File: config.mk
export PLATFORM = sky130hd
export DESIGN_NAME = router_sync_n
export DESIGN_NICKNAME = d
export VERILOG_FILES = /design/src/rtl/router_sync_n.sv
export SDC_FILE = /design/constraint.sdc
export NUM_CORES = 1
export LEC_CHECK = 0
export CORE_ASPECT_RATIO = 1.2
export CORE_UTILIZATION = 44
export CTS_BUF_LIST = sky130_fd_sc_hd__clkbuf_8
export DETAILED_ROUTE_END_ITERATION = 10
export MAX_ROUTING_LAYER = met4
export PLACE_DENSITY = 0.87
export RECOVER_POWER = 100
export SETUP_SLACK_MARGIN = 0.15
export SKIP_LAST_GASP = 1
export SYNTH_ARGS = -nofsm -noshare
export SYNTH_HDL_FRONTEND = slang
export SYNTH_SLANG_ARGS = --single-unit
export TNS_END_PERCENT = 100
File: constraint.sdc
create_clock -name clock -period 1 [get_ports clock]
set_input_delay 0.15 -clock clock [delete_from_list [all_inputs] [get_ports clock]]
set_output_delay 0.15 -clock clock [all_outputs]
set_load 0.1 [all_outputs]
File: src/rtl/router_sync_n.sv
// Router synchroniser: latches the packet destination, steers FSM write strobes to one
// of NUM_CH output FIFOs, and runs a per-channel watchdog that soft-resets stalled FIFOs.
module router_sync_n #(
  parameter int NUM_CH  = 3,
  parameter int ADDR_W  = 2,
  parameter int TIMEOUT = 30,
  parameter int CNT_W   = 5
) (
  input  logic              clock,
  input  logic              resetn,
  input  logic              detect_add,
  input  logic [ADDR_W-1:0] data_in,
  input  logic              write_enb_reg,
  input  logic [NUM_CH-1:0] read_enb,
  input  logic [NUM_CH-1:0] empty,
  input  logic [NUM_CH-1:0] full,
  output logic [NUM_CH-1:0] write_enb,
  output logic              fifo_full,
  output logic [NUM_CH-1:0] valid_out,
  output logic [NUM_CH-1:0] soft_reset,
  output logic              addr_err
);

  if (NUM_CH < 2 || NUM_CH > 16) begin : g_bad_num_ch
    $error("router_sync_n: NUM_CH must be in 2..16");
  end
  if ((1 << ADDR_W) < NUM_CH) begin : g_bad_addr_w
    $error("router_sync_n: ADDR_W too narrow for NUM_CH");
  end
  if (TIMEOUT < 2 || TIMEOUT > (1 << CNT_W)) begin : g_bad_timeout
    $error("router_sync_n: TIMEOUT must be in 2..2**CNT_W");
  end

  localparam logic [CNT_W-1:0] CNT_MAX = CNT_W'(TIMEOUT - 1);

  function automatic logic addr_valid(input logic [ADDR_W-1:0] a);
    return int'(a) < NUM_CH;
  endfunction

  function automatic logic [NUM_CH-1:0] decode(input logic [ADDR_W-1:0] a);
    logic [NUM_CH-1:0] d;
    d = '0;
    for (int i = 0; i < NUM_CH; i++) d[i] = (a == ADDR_W'(i));
    return d;
  endfunction

  logic [ADDR_W-1:0] addr_q, addr_d;
  logic              addr_ok_q, addr_ok_d;
  logic              addr_err_q, addr_err_d;
  logic [CNT_W-1:0]  cnt_q [NUM_CH];
  logic [CNT_W-1:0]  cnt_d [NUM_CH];
  logic [NUM_CH-1:0] sr_q, sr_d;
  logic [NUM_CH-1:0] sel;

  // Address latch: the new destination only steers writes from the next cycle on.
  always_comb begin
    addr_d     = addr_q;
    addr_ok_d  = addr_ok_q;
    addr_err_d = 1'b0;
    if (detect_add) begin
      addr_d     = data_in;
      addr_ok_d  = addr_valid(data_in);
      addr_err_d = ~addr_valid(data_in);
    end
  end

  always_ff @(posedge clock) begin
    if (!resetn) begin
      addr_q     <= '0;
      addr_ok_q  <= 1'b1;
      addr_err_q <= 1'b0;
    end else begin
      addr_q     <= addr_d;
      addr_ok_q  <= addr_ok_d;
      addr_err_q <= addr_err_d;
    end
  end

  // An invalid address gates both the strobe and the full flag so the FSM drains the packet.
  always_comb begin
    sel       = decode(addr_q);
    write_enb = (write_enb_reg && addr_ok_q) ? sel : '0;
    fifo_full = addr_ok_q & (|(full & sel));
    valid_out = ~empty;
  end

  // Watchdog: counts consecutive cycles with data present and no read.
  always_comb begin
    for (int i = 0; i < NUM_CH; i++) begin
      cnt_d[i] = '0;
      sr_d[i]  = 1'b0;
      if (!(empty[i] || read_enb[i])) begin
        if (cnt_q[i] == CNT_MAX) sr_d[i] = 1'b1;
        else cnt_d[i] = cnt_q[i] + CNT_W'(1);
      end
    end
  end

  always_ff @(posedge clock) begin
    if (!resetn) begin
      sr_q <= '0;
      for (int i = 0; i < NUM_CH; i++) cnt_q[i] <= '0;
    end else begin
      sr_q <= sr_d;
      for (int i = 0; i < NUM_CH; i++) cnt_q[i] <= cnt_d[i];
    end
  end

  assign soft_reset = sr_q;
  assign addr_err   = addr_err_q;

endmodule

==> impl_results.html <==
<table>
<tr><th>Metric</th><th>Value</th></tr>
<tr><th colspan="2">Yosys</th></tr>
<tr><td>Count of unique library cells instantiated by Yosys</td><td>22</td></tr>
<tr><td>Number of instances in the synthesized netlist</td><td>92</td></tr>
<tr><td>Mean instance size in the synthesized netlist</td><td>10.1 um^2</td></tr>
<tr><td>Cell area after synthesis</td><td>930 um^2</td></tr>
<tr><td>Part of the Yosys area used for sequential elements</td><td>47.4%</td></tr>
<tr><td>Warnings from Yosys</td><td>0</td></tr>
<tr><td>Register bit total from synthesis</td><td>22</td></tr>
<tr><td>Number of nets produced by synthesis</td><td>between 100 and 150</td></tr>
<tr><th colspan="2">Setup path</th></tr>
<tr><td>Cell chain of the critical path</td><td>mux2i_1, o21ai_1, and2_4, buf_12</td></tr>
<tr><td>Critical Path Stages</td><td>4</td></tr>
<tr><td>Setup Crit Path Kind</td><td>register to primary output</td></tr>
<tr><td>Length in cells of the worst reg-to-reg path</td><td>5</td></tr>
<tr><td>Critical register-to-register path startpoint</td><td>cnt_q[0][6]</td></tr>
<tr><td>Flop-to-flop setup slack</td><td>-0.09 ns</td></tr>
<tr><td>Worst Path Buf+Inv</td><td>1</td></tr>
<tr><td>Family with the most delay on the worst path</td><td>flip-flops</td></tr>
<tr><td>Longest individual stage delay on the worst path</td><td>0.36 ns</td></tr>
<tr><td>Slowest cell on the critical path</td><td>sky130_fd_sc_hd__dfxtp_4</td></tr>
<tr><td>Critical Path Start Type</td><td>register</td></tr>
<tr><td>Endpoint class of the critical path</td><td>primary output</td></tr>
<tr><td>Req. time, crit path</td><td>0.85 ns</td></tr>
<tr><td>Worst path arrival time</td><td>approximately 1.2 ns</td></tr>
<tr><td>Worst reg2reg path endpoint</td><td>cnt_q[0][5]</td></tr>
<tr><td>Crit path max fanout</td><td>3</td></tr>
<tr><th colspan="2">Hold path</th></tr>
<tr><td>Hold path startpoint</td><td>empty[1]</td></tr>
<tr><td>Hold Path End</td><td>soft_reset[1]</td></tr>
<tr><td>Worst hold path type</td><td>input pin to register</td></tr>
<tr><td>Number of cells on the worst hold path</td><td>3</td></tr>
<tr><th colspan="2">Final layout</th></tr>
<tr><td>Most common cell after layout, fill and taps aside</td><td>sky130_fd_sc_hd__nor2_1</td></tr>
<tr><td>Nets</td><td>about 150</td></tr>
<tr><td>Core occupancy in the finished layout</td><td>between 80% and 90%</td></tr>
<tr><td>Area growth, synth to finish</td><td>77.4%</td></tr>
<tr><td>Most frequent cells in the layout</td><td>12 x sky130_fd_sc_hd__nor2_1, 10 x sky130_fd_sc_hd__buf_4, 9 x sky130_fd_sc_hd__buf_12</td></tr>
<tr><td>Fraction of final layout cells sized beyond drive strength 1</td><td>57.6%</td></tr>
<tr><td>Number of standard cells in the final layout excluding fillers</td><td>about 150</td></tr>
<tr><td>Inserted Diodes</td><td>0</td></tr>
<tr><th colspan="2">CTS</th></tr>
<tr><td>CTS tree</td><td>built</td></tr>
<tr><td>Clock sink total</td><td>22</td></tr>
<tr><td>Hold_buf cts</td><td>0</td></tr>
<tr><td>CTS clock-pin slew for the worst setup and hold paths</td><td>approximately 0.080 ns</td></tr>
<tr><td>Maximum count of clock buffers along a single path</td><td>2</td></tr>
<tr><td>Total clock buffers created by CTS</td><td>3</td></tr>
<tr><td># H-tree levels</td><td>1</td></tr>
<tr><td>Clock root cell</td><td>sky130_fd_sc_hd__clkbuf_8</td></tr>
<tr><td>Later-pin clock latency in the skew report</td><td>0.27 ns</td></tr>
<tr><th colspan="2">Global routing</th></tr>
<tr><td>Met3 Resource Use GR</td><td>~3.4%</td></tr>
<tr><td>Global-route layer with the greatest usage</td><td>met2</td></tr>
<tr><td>Aggregate global-route resource usage</td><td>24.8%</td></tr>
<tr><td>Number of global-route vias before repair</td><td>857</td></tr>
<tr><td>Maximum number of pins on one net before global-route repair</td><td>13</td></tr>
<tr><td>Routing usage on met2</td><td>just under 50%</td></tr>
<tr><td>Global-route wire length before repair</td><td>~3900 um</td></tr>
<tr><td>Overall overflow remaining after global route</td><td>0</td></tr>
<tr><td>Antenna violations before repair</td><td>0</td></tr>
<tr><td>Met1 demand-to-capacity share in global routing</td><td>a little under a quarter</td></tr>
<tr><th colspan="2">Pwr</th></tr>
<tr><td>Total power divided by cell area</td><td>1200 nW/um^2</td></tr>
<tr><td>VDD IR max</td><td>1.31 mV</td></tr>
<tr><td>Static leakage</td><td>0.619 nW</td></tr>
<tr><th colspan="2">Floorplan</th></tr>
<tr><td>Chip Width</td><td>44.0 um</td></tr>
<tr><td>Die area</td><td>2300 um^2</td></tr>
<tr><td>IO Count</td><td>26</td></tr>
<tr><td>Number of cell rows</td><td>17</td></tr>
<tr><td>Die Y-Extent</td><td>52.4 um</td></tr>
<tr><td>Core area</td><td>1910 um^2</td></tr>
<tr><td>Initial cell density of the core</td><td>48.6%</td></tr>
<tr><th colspan="2">Routing</th></tr>
<tr><td>Aggregate routed wire length</td><td>2480 um</td></tr>
<tr><td>Overall via count from detail_route</td><td>between 800 and 900</td></tr>
<tr><td># DRC</td><td>0</td></tr>
<tr><td>Number of search-and-repair iterations in the first detailed-routing pass</td><td>6</td></tr>
<tr><td>Avg WL per Cell</td><td>16.4 um</td></tr>
<tr><td>DRT antenna net count</td><td>0</td></tr>
<tr><td>Iter 0 DRT Violations</td><td>16</td></tr>
<tr><td>Vias per Instance</td><td>5.44</td></tr>
<tr><th colspan="2">STA</th></tr>
<tr><td>Number of endpoints with negative hold slack in the final report</td><td>0</td></tr>
<tr><td>Shortest period the worst path allows</td><td>around 1.4 ns</td></tr>
<tr><td>Unrepaired setup endpoints after global routing</td><td>true</td></tr>
<tr><td>Max transition margin</td><td>79.9%</td></tr>
<tr><td>Worst-margin pin slew</td><td>0.303 ns</td></tr>
<tr><td>Setup Skew</td><td>~0.0016 ns</td></tr>
<tr><td>Fin worst setup slack</td><td>-0.358 ns</td></tr>
<tr><td>Endpoints failing setup</td><td>17</td></tr>
<tr><td>Max frequency</td><td>737 MHz</td></tr>
<tr><td>Post-route fraction of the period consumed by the critical path</td><td>136%</td></tr>
<tr><td>Final-report max-slew violation count</td><td>0</td></tr>
<tr><th colspan="2">Run</th></tr>
<tr><td>Max-Cap Viols</td><td>0</td></tr>
<tr><th colspan="2">Run status</th></tr>
<tr><td>Violated checks</td><td>negative setup slack</td></tr>
<tr><td>Result of the run</td><td>finished, violations left</td></tr>
<tr><th colspan="2">Placement</th></tr>
<tr><td>Routability Congestion</td><td>0.750</td></tr>
<tr><td>Half-perimeter wire length of the detailed placement result</td><td>1600 um</td></tr>
<tr><td>Port Buffer Count</td><td>25</td></tr>
<tr><td>Number of placed instances with taps included</td><td>142</td></tr>
</table>
-- worst max-delay path by stage --
stage / slack, ns / start / end
detailed placement: -0.33 / write_enb_reg / write_enb[2]
global route: -0.41 / addr_q[0] / fifo_full
floorplan: -0.40 / addr_ok_q / write_enb[1]
CTS: -0.35 / addr_q[0] / fifo_full
finish: -0.36 / addr_q[0] / fifo_full
global placement: -0.29 / write_enb_reg / write_enb[1]
-- cell families (layout without fill, tap and decap cells) --
family	after synthesis	after routing	share of synthesized area, %
buf+inv	9	49	3.77
simple gates	41	41	28.0
compound gates	2	2	1.08
mux	3	3	3.23
fa+ha+maj	6	6	8.08
xor+xnor	9	9	8.48
flops	22	22	47.4
-- synthesized netlist by cell type --
master,number,area share [%]
sky130_fd_sc_hd__mux2i_1,3,3.2
sky130_fd_sc_hd__o21ai_1,1,0.54
sky130_fd_sc_hd__nand4_1,2,1.3
sky130_fd_sc_hd__nor2_1,17,6.9
sky130_fd_sc_hd__nor3_1,1,0.54
sky130_fd_sc_hd__buf_2,1,0.54
sky130_fd_sc_hd__a21oi_1,1,0.54
sky130_fd_sc_hd__nand3b_1,1,0.81
sky130_fd_sc_hd__nor3b_1,2,1.6
sky130_fd_sc_hd__and4_4,1,1.2
sky130_fd_sc_hd__nand2_1,1,0.40
sky130_fd_sc_hd__dfxtp_1,22,47
sky130_fd_sc_hd__nand3_2,1,1.1
sky130_fd_sc_hd__nand3_1,6,3.2
sky130_fd_sc_hd__nor2b_1,2,1.3
sky130_fd_sc_hd__xnor2_1,3,2.8
sky130_fd_sc_hd__inv_1,8,3.2
sky130_fd_sc_hd__and2_1,1,0.67
sky130_fd_sc_hd__nor4b_2,3,4.8
sky130_fd_sc_hd__nand4_2,3,4.0
sky130_fd_sc_hd__xor2_1,6,5.7
sky130_fd_sc_hd__ha_1,6,8.1
-- flip-flops by register name, summed over array words and instances, names as in the netlist --
name	cells
cnt_q	15
soft_reset	3
addr_q	2
addr_err	1
addr_ok_q	1
-- metal layers --
layer	routed length (um)	part of all wire, %
met3	91	3.7
met2	1460	59
met4	46	1.9
met1	874	35
met5	0	0
-- stage by stage --
stage               TNS (ns)  setup WS [ns]  hold WS [ns]  power, mW  instance area, um^2
finish                 -2.04         -0.358         0.174       1.98                 1650
global route           -2.85         -0.408         0.169       2.05                 1650
CTS                    -1.65         -0.348         0.301       1.99                 1620
detailed placement     -4.75         -0.331         0.429       1.34                 1500
global placement       -4.02         -0.294         0.417       1.33                 1500
floorplan              -1.29         -0.399         0.214       1.15                 1070
-- repair_timing --
action	4_1_cts	5_1_grt
pin swaps	11	7
gates resized for setup	20	16
setup endpoints to repair	29	31
buffers inserted	4	1
-- area by class of cell --
cell class | instances | area [um^2]
clock buffers | 4 | 55.1
fillers | 87 | 265
inverters | 8 | 41.3
multi-input cells | 61 | 631
flip-flops and latches | 22 | 473
well taps | 19 | 23.8
repair buffers | 37 | 425
-- where the power goes --
group          switching [mW]  leakage, nW  internal, mW
clock network           0.300       0.0288         0.352
registers              0.0222        0.186         0.881
logic                   0.245        0.405         0.185
-- worst min-delay path: stages --
cell	delay, ns
sky130_fd_sc_hd__clkbuf_2	0.12
sky130_fd_sc_hd__buf_4	0.11
sky130_fd_sc_hd__nor4b_2	0.03
Note: power is estimated with default switching activity, not from simulation.
